===== config.mk =====
export PLATFORM = sky130hd
export DESIGN_NAME = exe_sched
export DESIGN_NICKNAME = d
export VERILOG_FILES = /design/src/rtl/exe_pkg.sv /design/src/rtl/exe_wdog.sv /design/src/rtl/exe_sched.sv
export SDC_FILE = /design/constraint.sdc
export NUM_CORES = 1
export LEC_CHECK = 0
export ABC_AREA = 0
export CAP_MARGIN = 20
export CORE_AREA = 10 10 97 99
export CTS_BUF_LIST = sky130_fd_sc_hd__clkbuf_2
export CTS_CLUSTER_DIAMETER = 60
export DETAILED_ROUTE_END_ITERATION = 6
export DIE_AREA = 0 0 107 109
export GPL_ROUTABILITY_DRIVEN = 0
export GPL_TIMING_DRIVEN = 0
export PLACE_DENSITY = 0.49
export SLEW_MARGIN = 15
export SYNTH_ARGS = -nofsm -noshare
export SYNTH_HDL_FRONTEND = slang
export SYNTH_SLANG_ARGS = --single-unit
export TNS_END_PERCENT = 5

===== constraint.sdc =====
create_clock -name clk -period 2.9 [get_ports clk]
set_input_delay 0.58 -clock clk [delete_from_list [all_inputs] [get_ports clk]]
set_output_delay 0.58 -clock clk [all_outputs]
set_load 0.01 [all_outputs]

===== src/rtl/exe_pkg.sv =====
// Shared types for the execute-stage issue controller: FSM states and op classes.
package exe_pkg;

    typedef enum logic [2:0] {
        IDLE  = 3'd0,
        ISSUE = 3'd1,
        WAIT  = 3'd2,
        HOLD  = 3'd3,
        KILL  = 3'd4
    } state_e;

    localparam logic [1:0] OPC_ALU = 2'b00;
    localparam logic [1:0] OPC_MUL = 2'b01;
    localparam logic [1:0] OPC_DIV = 2'b10;
    localparam logic [1:0] OPC_MEM = 2'b11;

    function automatic logic is_mdu_op(input logic [1:0] opc);
        return (opc == OPC_MUL) || (opc == OPC_DIV);
    endfunction

endpackage


===== src/rtl/exe_wdog.sv =====
// MDU watchdog: clearable up-counter that flags the cycle in which the
// TIMEOUT-th enabled cycle completes.
module exe_wdog #(
    parameter int unsigned TIMEOUT = 64
) (
    input  logic clk,
    input  logic rst,
    input  logic clr_i,
    input  logic en_i,
    output logic term_c
);

    localparam int unsigned W = $clog2(TIMEOUT + 1);

    logic [W-1:0] cnt_q, cnt_d;

    always_comb begin
        cnt_d = cnt_q;
        if (clr_i) begin
            cnt_d = '0;
        end else if (en_i) begin
            cnt_d = cnt_q + W'(1);
        end
    end

    always_ff @(posedge clk) begin
        if (rst) begin
            cnt_q <= '0;
        end else begin
            cnt_q <= cnt_d;
        end
    end

    // cnt_q holds the cycles already spent, so TIMEOUT-1 marks the last allowed one
    assign term_c = en_i & (cnt_q == W'(TIMEOUT - 1));

endmodule


===== src/rtl/exe_sched.sv =====
// Execute-stage issue controller: single-cycle ops go straight to writeback,
// MDU ops are sequenced via start/done with flush-kill and a watchdog.
module exe_sched
    import exe_pkg::*;
#(
    parameter int unsigned TIMEOUT = 64,
    parameter int unsigned CNT_W   = 32
) (
    input  logic             clk,
    input  logic             rst,
    input  logic             in_valid,
    output logic             in_ready,
    input  logic [1:0]       op_class,
    input  logic             flush,
    output logic             out_valid,
    input  logic             out_ready,
    output logic             mdu_start,
    input  logic             mdu_done,
    output logic             busy,
    output logic             err,
    output logic [CNT_W-1:0] stall_cnt
);

    state_e           state_q, state_d;
    logic             err_q, err_d;
    logic             mdu_start_q;
    logic             busy_q;
    logic [CNT_W-1:0] stall_q, stall_d;
    logic             accept_c;
    logic             stalled_c;
    logic             wd_term_c;

    assign in_ready  = ~flush & ((state_q == IDLE) | ((state_q == HOLD) & out_ready));
    assign out_valid = (state_q == HOLD) & ~flush;
    assign accept_c  = in_valid & in_ready;
    assign stalled_c = (state_q == ISSUE) | (state_q == WAIT) | (state_q == KILL);

    exe_wdog #(.TIMEOUT(TIMEOUT)) u_wdog (
        .clk    (clk),
        .rst    (rst),
        .clr_i  (state_q == ISSUE),
        .en_i   ((state_q == WAIT) | (state_q == KILL)),
        .term_c (wd_term_c)
    );

    // Next-state: done beats timeout, timeout beats flush while waiting on the MDU
    always_comb begin
        state_d = state_q;
        err_d   = err_q;
        stall_d = stall_q + CNT_W'(stalled_c);
        unique case (state_q)
            IDLE: begin
                if (accept_c) begin
                    state_d = is_mdu_op(op_class) ? ISSUE : HOLD;
                end
            end
            ISSUE: begin
                state_d = flush ? KILL : WAIT;
            end
            WAIT: begin
                if (mdu_done) begin
                    state_d = flush ? IDLE : HOLD;
                end else if (wd_term_c) begin
                    state_d = IDLE;
                    err_d   = 1'b1;
                end else if (flush) begin
                    state_d = KILL;
                end
            end
            HOLD: begin
                if (flush) begin
                    state_d = IDLE;
                end else if (out_ready) begin
                    if (accept_c) begin
                        state_d = is_mdu_op(op_class) ? ISSUE : HOLD;
                    end else begin
                        state_d = IDLE;
                    end
                end
            end
            KILL: begin
                if (mdu_done) begin
                    state_d = IDLE;
                end else if (wd_term_c) begin
                    state_d = IDLE;
                    err_d   = 1'b1;
                end
            end
            default: state_d = IDLE;
        endcase
    end

    always_ff @(posedge clk) begin
        if (rst) begin
            state_q     <= IDLE;
            err_q       <= 1'b0;
            stall_q     <= '0;
            mdu_start_q <= 1'b0;
            busy_q      <= 1'b0;
        end else begin
            state_q     <= state_d;
            err_q       <= err_d;
            stall_q     <= stall_d;
            mdu_start_q <= (state_d == ISSUE);
            busy_q      <= (state_d != IDLE);
        end
    end

    assign mdu_start = mdu_start_q;
    assign busy      = busy_q;
    assign err       = err_q;
    assign stall_cnt = stall_q;

endmodule


## Word-level counts from Yosys, hierarchy flattened

Cells that the tools add are included.

- Register bits: 45
- Input bits: 8
- Logic and storage cells: 46

- Add/sub/neg operators: 2
- Eq/ne operators: 8
- Mux-type cells: 13
- Bitwise gates (word level): 11
- Reduce and logical (&&, ||, !) cells: 6

Operator list:

| kind | count |
|---|---|
| adder 32 x 1 -> 32 bit | 1 |
| two-way mux 3 bit | 9 |
| one-hot mux 3 bit (5 select lines) | 1 |
| adder 7 x 1 -> 7 bit (second input constant) | 1 |
| equality test 7 x 6 -> 1 bit (second input constant) | 1 |
| equality test 3 x 1 -> 1 bit (second input constant) | 2 |
| equality test 3 x 2 -> 1 bit (second input constant) | 2 |
| two-way mux 2 bit | 3 |
| bitwise AND 1 bit | 5 |
| OR 1 bit | 4 |
| OR reduction 2 bit | 2 |
| equality test 3 bit (second input constant) | 1 |
| logical NOT 3 bit | 1 |
| AND reduction 3 bit | 1 |
| nonzero test 3 bit | 1 |
| equality test 2 x 1 -> 1 bit (second input constant) | 1 |
| equality test 2 bit (second input constant) | 1 |
| inverter 1 bit | 2 |
| logical OR 1 bit | 1 |

## Longest topological paths before layout

Gate-level depths: netlist of run 1.

- Depth after elaboration: 10
- Depth in mapped cells: 11
- Mapped depth without buffers: 9

## Cells and area by module

A second synthesis of run 1 with hierarchy kept.

- Cell total of the unflattened synthesis: 241
- Area total of the unflattened synthesis: 2,099.5 um^2

Modules (own cells, without submodules):

| module | times used | cells each | area each (um^2) | sequential area each (um^2) |
|---|---|---|---|---|
| exe_sched | 1 | 207 | 1,776.7 | 760.7 |
| exe_wdog | 1 | 34 | 322.8 | 140.1 |

## Least setup slack after synthesis of run 1

No wires, ideal clock.

- Kind: register -> register
- From: register state_q[2]
- To: register stall_q[30], in the netlist stall_cnt[30]
- Library setup time: 0.121 ns
- Arrival time: 2.581 ns
- Required time: 2.779 ns
- Slack: 0.198 ns
- Stages on the path, launching flop included: 12
- Period minus slack after synthesis: 2.702 ns
- Path through: dfxtp_1 clkbuf_1 xor2_1 nand2b_1 nand2_1 ha_1 ha_1 and3_1 nand3_1 clkbuf_1 nor4_1 mux2_2

- Cells in the longest elaborated chain, start to end: 4
- Elaborated cells between the ends (all ways): 6
- Those cells by class: add/sub (1); eq/ne (3); bitwise (2)

RTL lines:

| element | line | text |
|---|---|---|
| from (decl) | exe_sched.sv:24 | `state_e state_q, state_d;` |
| from (signal assigned) | exe_sched.sv:101 | `state_q <= state_d;` |
| equality test 3 x 1 -> 1 bit or equality test 3 x 2 -> 1 bit (tied branches) | exe_sched.sv:36 | `assign stalled_c = (state_q == ISSUE) \| (state_q == WAIT) \| (state_q == KILL);` |
| OR 1 bit | exe_sched.sv:36 |  |
| OR 1 bit * | exe_sched.sv:36 |  |
| adder 32 x 1 -> 32 bit * | exe_sched.sv:50 | `stall_d = stall_q + CNT_W'(stalled_c);` |
| to (signal assigned) | exe_sched.sv:103 | `stall_q <= stall_d;` |
| to (decl) | exe_sched.sv:28 | `logic [CNT_W-1:0] stall_q, stall_d;` |

Every way passes the cells marked *; elsewhere a longest branch is shown, timed or not.
A chain may end at the register's enable or synchronous reset.

## Worst setup path after layout of run 1

Ends and elaborated chain as after synthesis.

==> out/qor.yml, run 1 <==
outcome:
  status: "finished, final reports clean"
clock_tree:
  cts_sinks: 45
  path_clk_slew_ps: 240
  cts_tree: "yes"
  postCtsSetupBuffers: 0
  cts_buffer_depth: 2
  htree_levels: 2
  cts_root_buf: "clkbuf_2"
  clkLatencyLatePin_ps: 430
  numCtsBuffers: 5
logic_synthesis:
  syn_avg_cell_area_um2: 8.43
  yosys-top-cells-area: "dfxtp_1 (41%), xnor2_1 (5.2%), a21oi_1 (5.0%)"
  synth_top_family_by_area: "simple AND/OR/NAND/NOR gates"
  syn_nets: 272
  synth_compound_area_share_pct: 15.8
  ys.flop_type: "dfxtp_1"
  yosysUniqueCellTypes: 38
  synth_enable_flop_cells: 0
  yosysSeqAreaShare_pct: 40.9
  synth_cells: 261
  synthArstFlopShare_pct: 0
  synth_top_cells_by_count: "dfxtp_1 (45), nor2_1 (25), a21oi_1 (22)"
  synth_fa_ha_area_share_pct: 1.71
  yosys.cell_count.top_type: "dfxtp_1"
  yosys.area_share.xor_xnor_pct: 7.56
  synthMuxAreaShare_pct: 0.512
  yosys.area_share.simple_pct: 29.5
  netlist.area_leader.share_pct: 40.9
  yosysTopAreaCell: "dfxtp_1"
  ys_ff_latch: 45
  yosys_warnings: 0
  syn_area_um2: 2200
die:
  num_rows: 32
  fp.dieH_um: 109
  die_w_um: 107
  initial_core_util_pct: 29.2
  die_area_um2: 11700
  core_um2: 7530
  ios: 45
worst_hold_path:
  hold_depth: 2
  min_path_type: "flip-flop to flip-flop"
routing:
  vias_per_cell: 5.15
  ant_nets: 0
  drt_pre_antenna_iters: 4
  drc_errors: 0
  drtIter0Drc: 74
  wl_per_cell_um: 14.4
  totalWireLength_mm: 5.95
  routed-via-count: 2122
worst_setup_path:
  worst_ep_required_time_ps: 3230
  crit_buf_inv: 1
  cp.arrival_ps: 3030
  path_cells: "xor2_2 > nand2b_1 > nand2_1 > ha_1 > ha_2 > and3_1 > nand3_2 > buf_2 > nor4_4 > mux2_2"
  cp_max_fo: 10
  crit_path_top_delay_cell: "dfxtp_4"
  rr_worst_depth: 10
  criticalPathCategory: "flip-flop to flip-flop"
  cp-start-kind: "flip-flop"
  end_kind: "flip-flop"
  critical_path.top_delay_family: "simple AND/OR/NAND/NOR gates"
  slowest_delay_ps: 460
  crit_cells: 10
final_layout:
  syn2layout_area_growth_pct: 29.1
  nNetsFinal: 320
  layout.cells.non_filler: 412
  drive_gt1_share_pct: 7.74
  num_antenna_cells: 0
placed_design:
  hpwl_mm: 4.42
  io_buffers: 44
  dp_cells: 407
sta:
  hold_slack_ps: 473
  relSlewSlack_pct: 59.5
  period_needed_ps: 2700
  fmax_ghz: 0.370
  worstMarginPinSlew_ps: 599
  post-route-period-util_pct: 93.2
  rsz0062_at_grt: "true"
  finalHoldViolCount: 0
  finalMaxSlewViolations: 0
  setup_viol: 0
  clock_skew_ps: 31.9
pwr:
  power.leakage_nw: 0.892
  irDropWorstVdd_v: 0.000145
  p_per_area_nw_per_um2: 362
global_routing:
  grt_usage_pct: 10.6
  grt_pass1_vias: 2072
  grt_pass1_wl_mm: 10.2
  grt_max_degree: 15
  antenna_found_initial: 0
  overflow: 0
flow_run:
  maxCapViolCount: 0
-- flip-flops by register name, summed over array words and instances (netlist names) --
name	cells
err	1
mdu_start	1
state_q	3
busy	1
stall_cnt	32
u_wdog.cnt_q	7
-- per-layer routing --
metal  GRT usage, %  part of all wire, %  up-vias
met4           3.77                  1.4        0
met5              0                    0        -
met2           16.0                   45       55
li1               -                    -     1070
met1           13.6                   47      989
met3           3.72                  6.4        8
-- through the flow --
stage	total power [mW]	cell area [µm²]	utilization [%]	setup WS, ps	TNS (ps)
final	1.03	2840	37.7	197	0
after global routing	1.09	2840	37.7	-65.4	-312
after CTS	1.05	2830	37.6	4.05	0
after detailed placement	0.770	2770	36.8	-480	-1650
after global placement	0.771	2770	36.8	-465	-1880
after floorplan	0.721	2200	-	198	0
-- worst register-to-register path: stages (launching register included) --
cell and delay (ps):
dfxtp_4 460, xor2_2 210, nand2b_1 140, nand2_1 100
ha_1 210, ha_2 250, and3_1 210, nand3_2 140
buf_2 230, nor4_4 310, mux2_2 360
-- path summary, 6_finish.rpt --
path / slack (ps) / endpoint / from
setup reg to reg: 200 / stall_cnt[30]$_SDFF_PP0_ / state_q[2]$_SDFF_PP0_
setup / recovery: 200 / stall_cnt[30]$_SDFF_PP0_ / state_q[2]$_SDFF_PP0_
hold / removal: 470 / err$_SDFFE_PP0P_ / err$_SDFFE_PP0P_
hold reg to reg: 470 / err$_SDFFE_PP0P_ / err$_SDFFE_PP0P_
-- area by class of cell --
| type | instances | area (µm²) |
|---|---|---|
| fill | 796 | 4690 |
| multi-input combinational | 194 | 1240 |
| sequential | 45 | 910 |
| timing repair buffer | 44 | 440 |
| tap | 102 | 128 |
| buffer | 12 | 52.6 |
| inverter | 7 | 26.3 |
| clock buffer | 5 | 25.0 |
| clock inverter | 3 | 17.5 |
-- cell usage in the layout (no fill, tap or decap), types with 3 or more instances in the layout --
cell type	instances
clkdlybuf4s50_1	44
dfxtp_1	42
nor2_1	25
a21oi_1	22
nand3_1	17
or4_1	14
o31ai_1	13
xnor2_1	13
nand2_1	10
o21ai_0	10
nand4_1	9
and3_1	7
inv_1	7
or3_1	7
clkbuf_2	6
clkbuf_1	5
nor4_1	5
xor2_1	5
and4_1	4
nand2b_1	3
or2_2	3
buf_1	3
nor2b_1	3
-- cells by family after synthesis --
family / count (synthesis)
AO/OA/AOI/OAI: 56
flip-flops: 45
AND/OR/NAND/NOR: 115
XOR/XNOR: 19
multiplexers: 1
adder cells (fa/ha/maj): 3
buffers and inverters: 22
-- report_power, final --
part / switching (mW) / internal (mW)
clock network: 0.215 / 0.0572
logic: 0.0549 / 0.0525
registers: 0.0157 / 0.633
-- timing repair --
item	CTS	global route
pin swaps	0	0
hold buffers	0	0
resized for setup	8	5
endpoints found under the setup margin	18	10
(Power assumes the default switching activity.)
==> run 2, diff against run 1 <==
--- a/config.mk
+++ b/config.mk
@@ -7,14 +7,14 @@
 export LEC_CHECK = 0
 export ABC_AREA = 0
 export CAP_MARGIN = 20
-export CORE_AREA = 10 10 97 99
+export CORE_AREA = 10 10 79 81
 export CTS_BUF_LIST = sky130_fd_sc_hd__clkbuf_2
 export CTS_CLUSTER_DIAMETER = 60
 export DETAILED_ROUTE_END_ITERATION = 6
-export DIE_AREA = 0 0 107 109
+export DIE_AREA = 0 0 89 91
 export GPL_ROUTABILITY_DRIVEN = 0
 export GPL_TIMING_DRIVEN = 0
-export PLACE_DENSITY = 0.49
+export PLACE_DENSITY = 0.73
 export SLEW_MARGIN = 15
 export SYNTH_ARGS = -nofsm -noshare
 export SYNTH_HDL_FRONTEND = slang
==> run 2 against run 1 <==
  * First-iteration DRC count increased by 41%
  * Worst setup slack gained 18 ps
  * Clock power up 60%
  * Die area down 31%
  * Register-to-register slack gained 20 ps
  * Fmax up 0.66%
  * Clock skew decreased by 18 ps
  * Global-route usage up 3.1 points
  * Critical path type unchanged
==> out/qor.yml, run 2 (synthesized netlist as in run 1, its figures left out) <==
sta:
  worstMarginPinSlew_ps: 597  # -2.39 ps
  clock_skew_ps: 14.1  # -17.8 ps
  period_needed_ps: 2690  # -17.6 ps
  finalHoldViolCount: 0  # unchanged
  relSlewSlack_pct: 59.6  # +0.16 points
  post-route-period-util_pct: 92.6  # -0.61 points
  rsz0062_at_grt: "true"
  hold_slack_ps: 490  # +16.8 ps
  finalMaxSlewViolations: 0  # unchanged
  fmax_ghz: 0.372  # +0.66%
  setup_viol: 0  # unchanged
  fin_ws_ps: 214  # +17.6 ps
final_layout:
  layout_common_cells: "clkdlybuf4s50_1 (44), dfxtp_1 (43), nor2_1 (25), a21oi_1 (22), nand3_1 (17)"
  final_common_cell: "clkdlybuf4s50_1"
  largest_reg_flops: 32  # unchanged
  layout.cells.non_filler: 367  # -11%
  num_antenna_cells: 0  # unchanged
  drive_gt1_share_pct: 8.31  # +0.56 points
  nNetsFinal: 323  # +0.94%
  fillers: 420  # -47%
  syn2layout_area_growth_pct: 29.8
routing:
  highest_layer: "met4"
  dr_wl_met2_mm: 2.54  # -5.3%
  drc_errors: 0  # unchanged
  wl_per_cell_um: 15.4  # +6.7%
  routed-wl-met3_um: 460  # +21%
  vias_per_cell: 5.93  # +15%
  totalWireLength_mm: 5.65  # -4.9%
  routed-via-count: 2175  # +2.5%
  drtIter0Drc: 104  # +41%
  drt_pre_antenna_iters: 4  # unchanged
  m1WireLength_mm: 2.60  # -7.3%
  ant_nets: 0  # unchanged
die:
  fp.dieH_um: 91  # -17%
  core_um2: 4660  # -38%
  initial_core_util_pct: 47.2  # +18 points
  num_rows: 25  # -22%
  die_area_um2: 8100  # -31%
  die_w_um: 89  # -17%
  ios: 45  # unchanged
global_routing:
  grt_usage_pct: 13.7  # +3.1 points
  grt_max_degree: 15  # unchanged
  grt_pass1_wl_mm: 9.20  # -10%
  overflow: 0  # unchanged
  antenna_found_initial: 0  # unchanged
  grt_pass1_vias: 1943  # -6.2%
pwr:
  sequentialPowerShare_pct: 54.1  # -9.0 points
  p_per_area_nw_per_um2: 419  # +16%
  power.leakage_nw: 0.932  # +4.5%
  p_int_uw: 921  # +24%
  p_sw_share_pct: 23.2  # -4.6 points
  irDropWorstVdd_v: 0.000363  # +150%
  p_switching_uw: 278  # -2.8%
  combPwrFrac_pct: 9.5  # -0.9 points
  clockPowerShare_pct: 36.4  # +9.9 points
clock_tree:
  cts_hold_buf: 0  # unchanged
  path_clk_slew_ps: 230  # about the same
  numCtsBuffers: 5  # unchanged
  cts_sinks: 45  # unchanged
  clkLatencyLatePin_ps: 420  # about the same
  cts_root_buf: "clkbuf_2"
  cts_tree: "yes"
  cts_buffer_depth: 2  # unchanged
  htree_levels: 2  # unchanged
worst_setup_path:
  criticalPathCategory: "flip-flop to flip-flop"
  cp.arrival_ps: 3030  # about the same
  rrSetupSlack_ps: 210  # +20 ps
  r2r-end: "stall_cnt[30]$_SDFF_PP0_"
  worst_ep_required_time_ps: 3250  # +20 ps
  rr_worst_depth: 10  # unchanged
  reg2reg_from: "state_q[1]$_SDFF_PP0_"
  startpoint: "state_q[1]$_SDFF_PP0_"
  end_kind: "flip-flop"
  cp-start-kind: "flip-flop"
  crit_path_end: "stall_cnt[30]$_SDFF_PP0_"
  cp_max_fo: 10  # unchanged
placed_design:
  hpwl_mm: 4.03  # -8.7%
  dp_cells: 359  # -12%
  pre_cts_ws_ps: -372  # +108 ps
  io_buffers: 44  # unchanged
outcome:
  status: "finished, final reports clean"
flow_run:
  maxCapViolCount: 0  # unchanged
worst_hold_path:
  min_path_type: "flip-flop to flip-flop"
  hold_depth: 2  # unchanged
-- run 2: changes by cell type in the layout (fill, tap and decap cells not counted), sizes merged --
cell,change
buf,+3
clkbuf,-1
dlymetal6s2s,+1
bufinv,+2
clkinv,-2
-- run 2: area by class of cell --
class / count / area (µm²) / area share (%)
Multi-Input combinational cell: 194 / 1240 / 43.6
Sequential cell: 45 / 908 / 31.8
Buffer: 12 / 52.6 / 1.84
Timing Repair Buffer: 47 / 468 / 16.4
Inverter: 7 / 26.3 / 0.919
Tap cell: 54 / 67.6 / 2.36
Clock inverter: 3 / 65.1 / 2.28
Clock buffer: 5 / 25.0 / 0.876
-- run 2: critical path: stages, from the launching register on --
cell and delay, ps:
dfxtp_4 460, xor2_4 180, nand2b_1 130, nand2_1 100, ha_1 220, ha_2 260, and3_1 220, nand3_2 140
buf_2 220, nor4_2 330, mux2_2 370
-- run 2: power groups by stage --
stage	logic [mW]	clock network, mW	registers, mW
3_5_place_dp	0.115	0	0.653
6_report	0.113	0.436	0.649
5_1_grt	0.127	0.465	0.652
4_1_cts	0.111	0.442	0.647
3_3_place_gp	0.113	0	0.653
2_1_floorplan	0.0653	0	0.656
-- run 2: layer usage --
layer,up-vias,track usage (%)
li1,1075,-
met5,-,0
met3,5,5.90
met1,1044,17.7
met2,51,20.3
met4,0,3.58
-- run 2: metrics by stage --
| stage | total power, mW | TNS, ps | area [µm²] | util (%) |
|---|---|---|---|---|
| after floorplan | 0.721 | 0 | 2200 | - |
| after global placement | 0.766 | -771 | 2710 | 58.1 |
| after detailed placement | 0.768 | -1210 | 2710 | 58.1 |
| after CTS | 1.20 | 0 | 2810 | 60.3 |
| after global routing | 1.24 | -10.3 | 2860 | 61.3 |
| final | 1.20 | 0 | 2860 | 61.3 |
-- run 2: worst min path at each step --
stage	from	slack [ps]	endpoint
global placement	err$_SDFFE_PP0P_	460	err$_SDFFE_PP0P_
global route	err$_SDFFE_PP0P_	500	err$_SDFFE_PP0P_
finish	err$_SDFFE_PP0P_	490	err$_SDFFE_PP0P_
floorplan	u_wdog.cnt_q[0]$_SDFFE_PP0P_	470	u_wdog.cnt_q[0]$_SDFFE_PP0P_
detailed placement	err$_SDFFE_PP0P_	460	err$_SDFFE_PP0P_
CTS	err$_SDFFE_PP0P_	490	err$_SDFFE_PP0P_
-- run 2: what timing repair did --
action | CTS | global route
resized for setup | 6 | 6
setup endpoints to repair | 12 | 9
setup buffers | 0 | 3
